$ cat config.mk
export PLATFORM = sky130hd
export DESIGN_NAME = order_judge
export DESIGN_NICKNAME = d
export VERILOG_FILES = /design/src/rtl/order_judge.sv
export SDC_FILE = /design/constraint.sdc
export NUM_CORES = 1
export LEC_CHECK = 0
export CORE_UTILIZATION = 56
export DETAILED_ROUTE_END_ITERATION = 10
export PLACE_DENSITY = 0.81
export SLEW_MARGIN = 20
export SYNTH_ARGS = -nofsm -noshare
export SYNTH_HDL_FRONTEND = slang
export SYNTH_SLANG_ARGS = --single-unit
$ cat constraint.sdc
create_clock -name clk -period 2.4 [get_ports clk]
set_clock_uncertainty 0.1 [all_clocks]
set_input_delay 0.48 -clock clk [delete_from_list [all_inputs] [get_ports clk]]
set_output_delay 0.48 -clock clk [all_outputs]
set_load 0.05 [all_outputs]
$ cat src/rtl/order_judge.sv
// Round controller behind the bit-compare stage: scores stable matches, runs the
// BCD countdown, requests new target patterns and drives the hint LEDs.
module order_judge #(
   parameter int TICK_DIV   = 50_000_000,
   parameter int ROUND_SECS = 30,
   parameter int MATCH_HOLD = 4,
   parameter int SETTLE_MAX = 16
) (
   input  logic       clk,
   input  logic       reset,
   input  logic [3:0] change,
   input  logic       advance,
   input  logic       practicle,
   input  logic       start,
   output logic [9:0] hint_led,
   output logic [7:0] score_bcd,
   output logic [7:0] time_bcd,
   output logic       new_order,
   output logic       game_over,
   output logic [1:0] state
);
   localparam int TW = $clog2(TICK_DIV);
   localparam int MW = $clog2(MATCH_HOLD + 1);
   localparam int SW = $clog2(SETTLE_MAX + 1);
   localparam logic [TW-1:0] TICK_LAST   = TW'(TICK_DIV - 1);
   localparam logic [MW-1:0] MATCH_LAST  = MW'(MATCH_HOLD - 1);
   localparam logic [SW-1:0] SETTLE_LAST = SW'(SETTLE_MAX - 1);
   localparam logic [7:0]    ROUND_BCD   = 8'(((ROUND_SECS / 10) << 4) | (ROUND_SECS % 10));

   typedef enum logic [1:0] {S_IDLE = 2'b00, S_PLAY = 2'b01, S_SETTLE = 2'b10, S_OVER = 2'b11} state_t;

   state_t        r_state;
   logic [TW-1:0] r_tick;
   logic [MW-1:0] r_match;
   logic [SW-1:0] r_settle;

   function automatic logic [7:0] bcd_dec(input logic [7:0] v);
      if (v[3:0] == 4'd0) return {v[7:4] - 4'd1, 4'd9};
      else                return {v[7:4], v[3:0] - 4'd1};
   endfunction

   function automatic logic [7:0] bcd_inc_sat(input logic [7:0] v);
      if (v == 8'h99)          return v;
      else if (v[3:0] == 4'd9) return {v[7:4] + 4'd1, 4'd0};
      else                     return {v[7:4], v[3:0] + 4'd1};
   endfunction

   logic       w_active, w_timed, w_full, w_tick_wrap, w_final, w_match, w_settle_exit;
   logic [7:0] w_time_dec, w_score_inc;
   logic [9:0] w_hint;

   assign w_active      = advance | practicle;
   assign w_timed       = advance;
   assign w_full        = (change == 4'hF);
   assign w_tick_wrap   = w_timed && (r_tick == TICK_LAST);
   assign w_time_dec    = bcd_dec(time_bcd);
   // Last second expiring takes the round to OVER even if a match lands in the same cycle
   assign w_final       = w_tick_wrap && (w_time_dec == 8'h00);
   assign w_match       = (r_state == S_PLAY) && w_full && (r_match == MATCH_LAST);
   assign w_settle_exit = !w_full || (r_settle == SETTLE_LAST);
   assign w_score_inc   = bcd_inc_sat(score_bcd);
   assign w_hint        = (change <= 4'd9) ? (10'b1 << change) : 10'b0;
   assign state         = r_state;

   always_ff @(posedge clk or posedge reset) begin
      if (reset) begin
         r_state   <= S_IDLE;
         r_tick    <= '0;
         r_match   <= '0;
         r_settle  <= '0;
         hint_led  <= '0;
         score_bcd <= 8'h00;
         time_bcd  <= ROUND_BCD;
         new_order <= 1'b0;
         game_over <= 1'b0;
      end else begin
         new_order <= 1'b0;
         if (!w_active) begin
            r_state   <= S_IDLE;
            r_tick    <= '0;
            r_match   <= '0;
            r_settle  <= '0;
            hint_led  <= '0;
            time_bcd  <= ROUND_BCD;
            game_over <= 1'b0;
         end else begin
            case (r_state)
               S_IDLE, S_OVER: begin
                  hint_led <= '0;
                  if (start) begin
                     r_state   <= S_PLAY;
                     r_tick    <= '0;
                     r_match   <= '0;
                     r_settle  <= '0;
                     score_bcd <= 8'h00;
                     time_bcd  <= ROUND_BCD;
                     new_order <= 1'b1;
                     game_over <= 1'b0;
                  end
               end
               default: begin
                  hint_led <= w_hint;
                  if (w_timed) begin
                     r_tick <= w_tick_wrap ? '0 : r_tick + 1'b1;
                     if (w_tick_wrap) time_bcd <= w_time_dec;
                  end
                  if (w_match) score_bcd <= w_score_inc;
                  if (r_state == S_PLAY) r_match <= (w_full && !w_match) ? r_match + 1'b1 : '0;
                  else                   r_settle <= r_settle + 1'b1;
                  if (w_final) begin
                     r_state   <= S_OVER;
                     game_over <= 1'b1;
                     hint_led  <= '0;
                  end else if (w_match) begin
                     r_state   <= S_SETTLE;
                     r_settle  <= '0;
                     new_order <= 1'b1;
                  end else if (r_state == S_SETTLE && w_settle_exit) begin
                     r_state <= S_PLAY;
                  end
               end
            endcase
         end
      end
   end
endmodule

* Word level (Yosys, flattened, before mapping)
Cells that the tools add are included.
** Word-level totals
- Output and inout bits :: 30
- Register bits after elaboration :: 64
- Word-level logic and storage cells :: 105
** Operators by class
- Bitwise logic cells :: 1
- Muxes and demuxes :: 46
- Reductions and logical operators :: 22
- Shift-type cells :: 1
- Eq/ne operators :: 17
- Add/subtract/negate cells :: 7
- Magnitude comparators :: 1
** Operators by type and width (count)
- $mux 26 :: 5
- $mux 8 :: 11
- $mux 10 :: 4
- $mux 5 :: 6
- $add 26x1->26 const B :: 1
- $eq 26x26->1 const B :: 1
- $mux 3 :: 5
- $mux 2 :: 6
- $shl 1x4->10 const A :: 1
- $mux 1 :: 9
- $ne 3x1->1 const B :: 3
- $add 4x1->4 const B :: 2
- $eq 4x4->1 const B :: 2
- $eq 8x8->1 const B :: 1
- $logic_not 8->1 :: 1
- $reduce_and 2->1 :: 4
- $sub 4x1->4 const B :: 2
- $logic_and 1x1->1 :: 6
- $add 5x1->5 const B :: 1
- $eq 5x4->1 const B :: 1
- $ne 5x1->1 const B :: 1
- $reduce_and 5->1 :: 1
- $eq 2x2->1 const B :: 2
- $le 4x4->1 const B :: 1
- other kinds (16) :: 18

* Depth between registers and ports, before layout
Gate-level depths: netlist (run 1).
- Depth in word-level cells :: 9
- Depth in mapped cells :: 10
- Depth with buffers taken out :: 8

* Least setup slack after synthesis (run 1)
OpenSTA, ideal clock, no wires.
- Kind :: flip-flop to flip-flop
- Start point :: reg r_state[0], in the netlist state[0]
- End point :: reg r_tick[25]
- Stages on the path, launching flop included :: 9
- Library setup time :: 132 ps
- Slack :: -203 ps
- Arrival time :: 2371 ps
- Cells stage by stage :: dfrtp_1 > inv_1 > ha_1 > nand2b_1 > a21oi_1 > nand4_1 > nor4_1 > xnor2_1 > nor2_1
** On the way
- Longest elaborated chain between the ends :: 4
- Elaborated cells on any way between the ends :: 8
- Classes of those cells :: eq/ne (3); mux (2); reduce/logical (3)
** Ends and longest elaborated chain
- from (decl) :: line 32 : state_t r_state;
- from (signal assigned) :: line 67 : r_state <= S_IDLE;
- from (signal assigned) :: line 79 : r_state <= S_IDLE;
- from (signal assigned) :: line 91 : r_state <= S_PLAY;
- $eq 2x2->1 / $logic_not 2->1 (equally long branches) :: line 87 : case (r_state)
- $reduce_or 2->1 * :: line 87
- $ne 3x2->1 (no source line), or another cell as far along
- $reduce_and 2->1 (no source line) / $mux 26 (equally long branches)
- to (signal assigned) :: line 104 : r_tick <= w_tick_wrap ? '0 : r_tick + 1'b1;
- to (decl) :: line 33 : logic [TW-1:0] r_tick;
Mark *: on every way between the ends. The rest lies on a longest branch, timed or not.
A chain may end at the register's enable or synchronous reset.

* Final worst setup path (run 1)
- Start point :: reg r_state[0], in the netlist state[0]
- End point :: reg r_tick[19]
The elaborated chain is that of the path after synthesis.

==> results.md, run 1 <==
- Placed cell area: 4110 um^2
- Clock buffer depth: 2
- Post-Syn Nets: 384
- EDFF count, synth: 0
- Final min period: 2.31 ns
- Routed wire length: 7940 um
- PD cells: 996 nW/um^2
- Initial core utilization: 57.9%
- # diodes: 0
- RR Startpoint: state[0]$_DFFE_PP0P_
- Vias in the first global route: 2789
- Synthesized area per cell: 9.46 um^2
- Area delta synth->final: 29.3%
- Async S/R FF share, synth: 100%
- I/O pin total: 39
- Vias/cell: 5.74
- DR WL/cell: 15.4 um
- Reg power frac: 32.8%
- Antenna-violating nets left: 0
- Max_slew headroom: 65.1%
- Cell count after synthesis: 360
- Hold buffers post-CTS: 0
- Synth area leader: dfrtp_1
- CP Data Required Time: 2.56 ns
- Hold WS: 0.381 ns
- Worst Setup Start Kind: register
- Synthesized flop and latch total: 64
- Gate power share: 43.3%
- Maximum number of pins on one net before global-route repair: 45
- Final setup viols: 0
- Final core occ: 74.9%
- Worst Setup Path Type: reg2reg
- Tcrit/Tclk final: 96.3%
- GP Congestion: 0.807
- Final Max Tran Viols: 0
- P_sw: 1800 uW
- HPWL Detailed: 5280 um
- Reg clk slew, reported paths: 0.08 ns
- Critical Path Start: state[0]$_DFFE_PP0P_
- Initial DRC Count: 183
- Status: finished, final reports clean
- Core area: 5890 um^2
- Vert. Die Dim: 80 um
- # clock sinks: 64
- H-tree levels: 3
- Via count: 2954
- Share of layout cells above drive strength 1: 17.0%
- CP Max Fanout: 4
- Cts bufs inserted: 9
- Dominant cell by count in the synthesized netlist: dfrtp_1
- CP arrival: 2.47 ns
- Leakage: 0.00194 uW
- GR Util All Layers: 27.0%
- Die area: 6400 um^2
- Post-synthesis cell area: 3410 um^2
- Max cap viols: 0
- Worst slew pin tran: 0.521 ns
- DR pass1 iterations: 4
- Rows: 28
- IO buf count: 38
- Clk pwr share: 23.9%
- Drc violations: 0
- Chip Width: 80 um
- Nets: 459
- Worst skew pair latency: 0.35 ns
- Design area: 4410 um^2
- Switch share: 41.0%
- Root buffer cell: clkbuf_8
- Final Hold Vio Count: 0
- CTS tree: built
- Critical Path End Type: register
- Yosys cell types: 55
- Internal power: 2590 uW
- Peak supply drop: 0.000726 V
- Setup WS pre-CTS: -0.312 ns
- Initial antenna violation count: 0
- Top post-synthesis cells by area: dfrtp_1 46%, ha_1 5.5%, nor2_1 4.8%, nand2_1 4.7%, xnor2_1 3.3%
- Post-synth top cells: 62 x dfrtp_1, 44 x nor2_1, 43 x nand2_1, 17 x o21ai_0
- Final setup margin: 0.0898 ns
- Primary FF master, synth: dfrtp_1
- Hold WC Path Type: reg2reg
- Maximum clock frequency: 433 MHz
- First-pass GRT wire length: 13000 um
- Synth warn: 0
- Hold_sp: r_match[2]$_DFFE_PP0P_
- Overflow after GRT: 0
- Sequential area share after synthesis: 47.1%
- Post-synth top area share: 45.5%
-- state kept, by name (all words and copies together), names as in the netlist --
| register | count |
|---|---|
| game_over | 1 |
| r_settle | 5 |
| hint_led | 10 |
| score_bcd | 8 |
| r_tick | 26 |
| time_bcd | 8 |
| state | 2 |
| r_match | 3 |
| new_order | 1 |
-- cell type report --
type | count | area [um^2]
multi-input combinational | 270 | 1750
sequential | 64 | 1610
fill | 408 | 1480
timing repair buffer | 75 | 671
clock buffer | 11 | 141
tap | 75 | 93.8
clock inverter | 5 | 80.1
inverter | 15 | 56.3
-- layout by cell type, fill, tap and decap left out, types with 8 or more instances in the layout --
cell type	count
dfrtp_1	58
nor2_1	44
nand2_1	43
clkdlybuf4s50_1	38
buf_4	36
o21ai_0	16
inv_1	14
ha_1	14
xnor2_1	13
nand3_1	12
xor2_1	10
clkbuf_8	10
nand4_1	8
nor3_1	8
and3_1	8
a21oi_1	8
-- cells by family (layout without fill, tap and decap cells) --
kind of cell / count (synthesis) / count (layout) / share of synthesized area (%)
buffers and inverters: 26 / 106 / 3.01
AND/OR/NAND/NOR: 169 / 169 / 26.0
XOR/XNOR: 23 / 23 / 5.91
multiplexers: 1 / 1 / 0.294
AO/OA/AOI/OAI: 62 / 62 / 12.2
adder cells (fa/ha/maj): 15 / 15 / 5.51
flip-flops: 64 / 64 / 47.1
-- routing by layer --
metal / up-vias / routed length [um] / track usage [%]
li1: 1426 / - / -
met1: 1429 / 3600 / 35.0
met2: 74 / 3850 / 43.3
met3: 25 / 263 / 4.23
met4: 0 / 230 / 14.5
met5: - / 0 / 0
-- power by group through the flow --
stage / clock [uW] / combinational, uW / sequential [uW]
finish: 1050 / 1900 / 1440
global route: 1100 / 2050 / 1470
CTS: 1060 / 1780 / 1440
detailed placement: 0 / 1760 / 1450
global placement: 0 / 1720 / 1450
floorplan: 0 / 777 / 1820
-- path summary, 6_finish.rpt --
check,to,slack [ns],cells past startpoint
max,r_tick[19]$_DFFE_PP0P_,0.09,8
max in group asynchronous,state[0]$_DFFE_PP0P_,1.21,3
min in group asynchronous,time_bcd[2]$_DFFE_PP0P_,0.39,2
min reg2reg,r_match[2]$_DFFE_PP0P_,0.38,2
max reg2reg,r_tick[19]$_DFFE_PP0P_,0.09,8
min,r_match[2]$_DFFE_PP0P_,0.38,2
-- what timing repair did --
item	4_1_cts	5_1_grt
setup buffers	0	3
endpoints found under the setup margin	0	37
gates resized for setup	0	10
-- critical path, cell delays in order, from the launching register on --
cell      delay [ns]
dfrtp_2         0.39
inv_1           0.07
ha_1            0.33
nand2b_1        0.21
a21oi_2         0.19
nand4_1         0.20
buf_4           0.20
or3_1           0.33
a21oi_1         0.20
-- metrics by stage --
step | std cells | TNS [ns] | total power (uW)
final | 515 | 0 | 4390
after global routing | 515 | -0.224 | 4630
after floorplan | 360 | 0 | 2600
after detailed placement | 496 | -12.65 | 3220
after CTS | 512 | 0 | 4270
after global placement | 496 | -6.28 | 3170
Power figures use the tool's default switching activity.
==> inputs of run 2 (changes only) <==
--- a/config.mk
+++ b/config.mk
@@ -5,9 +5,10 @@
 export SDC_FILE = /design/constraint.sdc
 export NUM_CORES = 1
 export LEC_CHECK = 0
-export CORE_UTILIZATION = 56
+export CORE_UTILIZATION = 36
 export DETAILED_ROUTE_END_ITERATION = 10
-export PLACE_DENSITY = 0.81
+export MAX_ROUTING_LAYER = met4
+export PLACE_DENSITY = 0.56
 export SLEW_MARGIN = 20
 export SYNTH_ARGS = -nofsm -noshare
 export SYNTH_HDL_FRONTEND = slang
==> results.md, run 2 (synthesis results as in run 1) <==
- CP top delay family: buffers and inverters
- Overflow after GRT: 0
- # diodes: 0
- Critical Path End Type: primary output
- Max reg flops: 26
- Slowest CP cell: clkdlybuf4s50_1
- Clk pwr share: 24.9%
- HPWL Detailed: 5420 um
- Largest stage delay, worst path: 0.81 ns
- Area delta synth->final: 30.2%
- Crit-path cells: clkdlybuf4s50_1
- Switch share: 40.5%
- Final Power: 4330 uW
- Vias in the first global route: 2812
- Rows: 35
- Initial antenna violation count: 0
- Reg clk slew, reported paths: 0.08 ns
- Maximum number of pins on one net before global-route repair: 48
- DR WL/cell: 13.9 um
- CP Max Fanout: 6
- Status: finished, final reports clean
- Commonest non-fill, non-tap cell in the layout: dfrtp_1
- PD cells: 976 nW/um^2
- Maximum clock frequency: 433 MHz
- GP Congestion: 0.816
- Routed wire length: 7660 um
- First-pass GRT wire length: 13300 um
- RSZ-0062 raised after global routing: yes
- Most frequent cells in the layout: 58 x dfrtp_1, 44 x nor2_1, 43 x nand2_1, 38 x clkdlybuf4s50_1, 37 x buf_4
- FILL cells: 869
- Tcrit/Tclk final: 96.2%
- Share of layout cells above drive strength 1: 16.8%
- Leakage: 0.00196 uW
- H-tree levels: 3
- # clock sinks: 64
- IO buf count: 38
- Placed cell area: 4190 um^2
- Vert. Die Dim: 99.3 um
- Worst Setup Start Kind: register
- Cts bufs inserted: 9
- Via count: 2911
- Final Max Tran Viols: 0
- Peak supply drop: 0.000576 V
- Worst skew pair latency: 0.35 ns
- Clock buffer depth: 2
- Antenna-violating nets left: 0
- P_sw: 1750 uW
- CTS tree: built
- Root buffer cell: clkbuf_8
- Core area: 9200 um^2
- Final setup margin: 0.0918 ns
- Reg power frac: 33.1%
- CP bufs+invs: 1
- GR Util All Layers: 17.6%
- Nets: 460
- CP Data Required Time: 1.82 ns
- Largest reg by FF count: r_tick
- Setup WS pre-CTS: -0.248 ns
- Max_slew headroom: 65.5%
- I/O pin total: 39
- Gate power share: 41.9%
- Top Registers: r_tick (26), hint_led (10)
- Final Hold Vio Count: 0
- Design area: 4440 um^2
- Drc violations: 0
- Worst slew pin tran: 0.516 ns
- Number of setup buffers added after CTS: 0
- Worst Setup Path Type: reg2out
- Chip Width: 99.3 um
- Hold WC Path Type: in2async
- Die area: 9860 um^2
- Max cap viols: 0
- Initial DRC Count: 129
- Final min period: 2.31 ns
- DR pass1 iterations: 4
- Internal power: 2580 uW
- CP arrival: 1.73 ns
- Final setup viols: 0
- Initial core utilization: 37.0%
- Vias/cell: 5.27
## run 2: through the flow
step	setup TNS (ns)	cells	utilization (%)	hold slack, ns
3_5_place_dp	-8.73	536	45.5	0.373
5_1_grt	-0.132	552	48.2	0.374
4_1_cts	0	552	48.0	0.353
6_report	0	552	48.2	0.349
3_3_place_gp	-8.35	536	45.5	0.362
2_1_floorplan	0	360	-	0.348
## run 2: final timing paths
kind	from	endpoint	slack [ns]	depth (start not counted)
max	time_bcd[4]$_DFFE_PP1P_	time_bcd[4]	0.09	1
min	reset	r_tick[22]$_DFFE_PP0P_	0.35	2
max reg2reg	time_bcd[4]$_DFFE_PP1P_	r_settle[2]$_DFFE_PP0P_	0.12	8
min reg2reg	r_match[2]$_DFFE_PP0P_	r_match[2]$_DFFE_PP0P_	0.38	2
max in group asynchronous	reset	state[1]$_DFFE_PP0P_	1.23	3
min in group clk	r_match[2]$_DFFE_PP0P_	r_match[2]$_DFFE_PP0P_	0.38	2
## run 2: power groups by stage
stage	Sequential, uW	Clock [uW]	Combinational (uW)
after CTS	1440	1110	1810
after global placement	1450	0	1790
after global routing	1470	1140	1990
after floorplan	1820	0	777
final	1430	1080	1820
after detailed placement	1460	0	1800
## run 2: area by class of cell
type | instances | area, um^2 | area share [%]
multi-input cells | 270 | 1720 | 38.9
flip-flops and latches | 64 | 1610 | 36.3
repair buffers | 76 | 678 | 15.3
clock buffers | 11 | 151 | 3.41
well taps | 111 | 139 | 3.13
clock inverters | 5 | 78.8 | 1.78
inverters | 15 | 56.3 | 1.27
## run 2: routing by layer
metal | share of wire, % | vias up | GRT usage [%]
met5 | 0 | - | -
met4 | 0.90 | 0 | 4.86
met3 | 3.3 | 7 | 4.99
met2 | 47 | 47 | 27.3
met1 | 49 | 1422 | 22.5
li1 | - | 1435 | -
## run 2: what timing repair did
item	4_1_cts	5_1_grt
setup endpoints to repair	0	44
hold buffers	0	0
resized for setup	0	6
==> inputs of run 3 (changes only) <==
--- a/config.mk
+++ b/config.mk
@@ -7,8 +7,9 @@
 export LEC_CHECK = 0
 export CORE_UTILIZATION = 36
 export DETAILED_ROUTE_END_ITERATION = 10
+export DONT_BUFFER_PORTS = 1
 export MAX_ROUTING_LAYER = met4
-export PLACE_DENSITY = 0.56
+export PLACE_DENSITY = 0.51
 export SLEW_MARGIN = 20
 export SYNTH_ARGS = -nofsm -noshare
 export SYNTH_HDL_FRONTEND = slang
==> results.md, run 3 (synthesis results as in run 1) <==
- Status: finished, final reports clean
- Reg clk slew, reported paths: 0.08 ns
- IO buf count: 0
- Largest stage delay, worst path: 0.48 ns
- Max_slew headroom: 67.3%
- Final Hold Vio Count: 0
- Maximum number of pins on one net before global-route repair: 45
- First-pass GRT wire length: 13200 um
- Vert. Die Dim: 99.3 um
- Final min period: 2.29 ns
- Multi-input gate area: 1730 um^2
- Max cap viols: 0
- Die area: 9860 um^2
- Antenna-violating nets left: 0
- Chip Width: 99.3 um
- Root buffer cell: clkbuf_8
- RSZ-0062 raised after global routing: no
- Initial DRC Count: 98
- Hold WC Path Type: in2reg
- P_sw: 1770 uW
- Routed wire length: 7570 um
- Switch share: 40.3%
- DR pass1 iterations: 4
- CP Max Fanout: 8
- Overflow after GRT: 0
- Cts bufs inserted: 9
- Via count: 2762
- Worst Setup Path Type: reg2reg
- Worst skew pair latency: 0.35 ns
- Reg power frac: 31.4%
- Nets: 434
- Leakage: 0.00189 uW
- Worst slew pin tran: 0.488 ns
- CP bufs+invs: 2
- CP top delay family: simple AND/OR/NAND/NOR gates
- Critical Path Start: time_bcd[0]$_DFFE_PP0P_
- Tcrit/Tclk final: 95.4%
- Clock buffer depth: 2
- Peak supply drop: 0.000570 V
- Vias/cell: 5.25
- Initial antenna violation count: 0
- Initial core utilization: 37.0%
- # clock sinks: 64
- Commonest non-fill, non-tap cell in the layout: dfrtp_1
- Top Registers: r_tick (26), hint_led (10)
- CP arrival: 2.46 ns
- Core area: 9200 um^2
- GR Util All Layers: 17.6%
- Gate power share: 42.6%
- Hold WS: 0.0899 ns
- Largest reg by FF count: r_tick
- FILL cells: 909
- CTS tree: built
- Most frequent cells in the layout: 58 x dfrtp_1, 47 x buf_4, 44 x nor2_1, 43 x nand2_1, 17 x o21ai_0
- H-tree levels: 3
- Drc violations: 0
- Maximum clock frequency: 437 MHz
- Critical Path End Type: register
- Crit-path cells: buf_4 -> or4b_1 -> o311ai_1 -> and3_1 -> nand4bb_1 -> buf_4 -> a21o_4 -> o221ai_2
- Final setup viols: 0
- # diodes: 0
- PD cells: 1050 nW/um^2
- Max reg flops: 26
- Final Max Tran Viols: 0
- HPWL Detailed: 5460 um
- I/O pin total: 39
- Reg area: 1610 um^2
- Internal power: 2630 uW
- Area delta synth->final: 22.7%
- Rows: 35
- Clk pwr share: 26.1%
- Most frequent CP cell: buf_4
- Vias in the first global route: 2750
- GP Congestion: 0.763
- DR WL/cell: 14.4 um
- Hold_sp: change[0]
- RR Startpoint: time_bcd[0]$_DFFE_PP0P_
- CP Data Required Time: 2.57 ns
- Worst Setup Start Kind: register
- Share of layout cells above drive strength 1: 20.5%
- Slowest CP cell: or4b_1
- Setup TNS Final: 0 ns
run 3: what timing repair did:
item / 4_1_cts / 5_1_grt
gates resized for setup: 0 / 6
endpoints found under the setup margin: 0 / 12
endpoints found under the hold margin: 20 / 0
hold buffers: 1 / 0
buffers inserted: 0 / 3
run 3: area by class of cell:
cell class / count / share of cell area, %
inverters: 15 / 1.35
repair buffers: 50 / 9.64
multi-input cells: 270 / 41.3
well taps: 111 / 3.32
flip-flops and latches: 64 / 38.5
clock buffers: 9 / 2.96
clock inverters: 7 / 2.87
run 3: final timing paths:
path	to	slack [ns]	cells after the start
max	r_settle[2]$_DFFE_PP0P_	0.11	8
min	hint_led[8]$_DFF_PP0_	0.09	1
max reg2reg	r_settle[2]$_DFFE_PP0P_	0.11	8
min reg2reg	r_match[1]$_DFFE_PP0P_	0.39	2
max in group asynchronous	time_bcd[5]$_DFFE_PP1P_	1.04	3
min in group asynchronous	hint_led[3]$_DFF_PP0_	0.50	2
run 3: through the flow:
stage / utilization (%) / cell area (um^2) / total power [uW] / instances / setup WS (ns)
2_1_floorplan: - / 3420 / 2600 / 360 / 0.0228
3_3_place_gp: 42.2 / 3880 / 3200 / 506 / 0.115
3_5_place_dp: 42.2 / 3880 / 3210 / 506 / 0.0778
4_1_cts: 44.9 / 4130 / 4380 / 523 / 0.0409
5_1_grt: 45.4 / 4180 / 4680 / 526 / 0.0146
6_report: 45.4 / 4180 / 4400 / 526 / 0.110
run 3: power by group through the flow:
| stage | sequential, uW | combinational [uW] | clock, uW |
|---|---|---|---|
| after floorplan | 1820 | 777 | 0 |
| after global placement | 1400 | 1800 | 0 |
| after detailed placement | 1400 | 1810 | 0 |
| after CTS | 1380 | 1820 | 1180 |
| after global routing | 1410 | 2050 | 1230 |
| final | 1380 | 1870 | 1150 |
run 3: routing by layer:
layer	vias to the layer above	global-route usage, %	part of all wire [%]
li1	1385	-	-
met2	42	27.4	47
met3	8	3.79	3.9
met1	1327	22.2	48
met4	0	7.81	1.3
met5	-	-	0
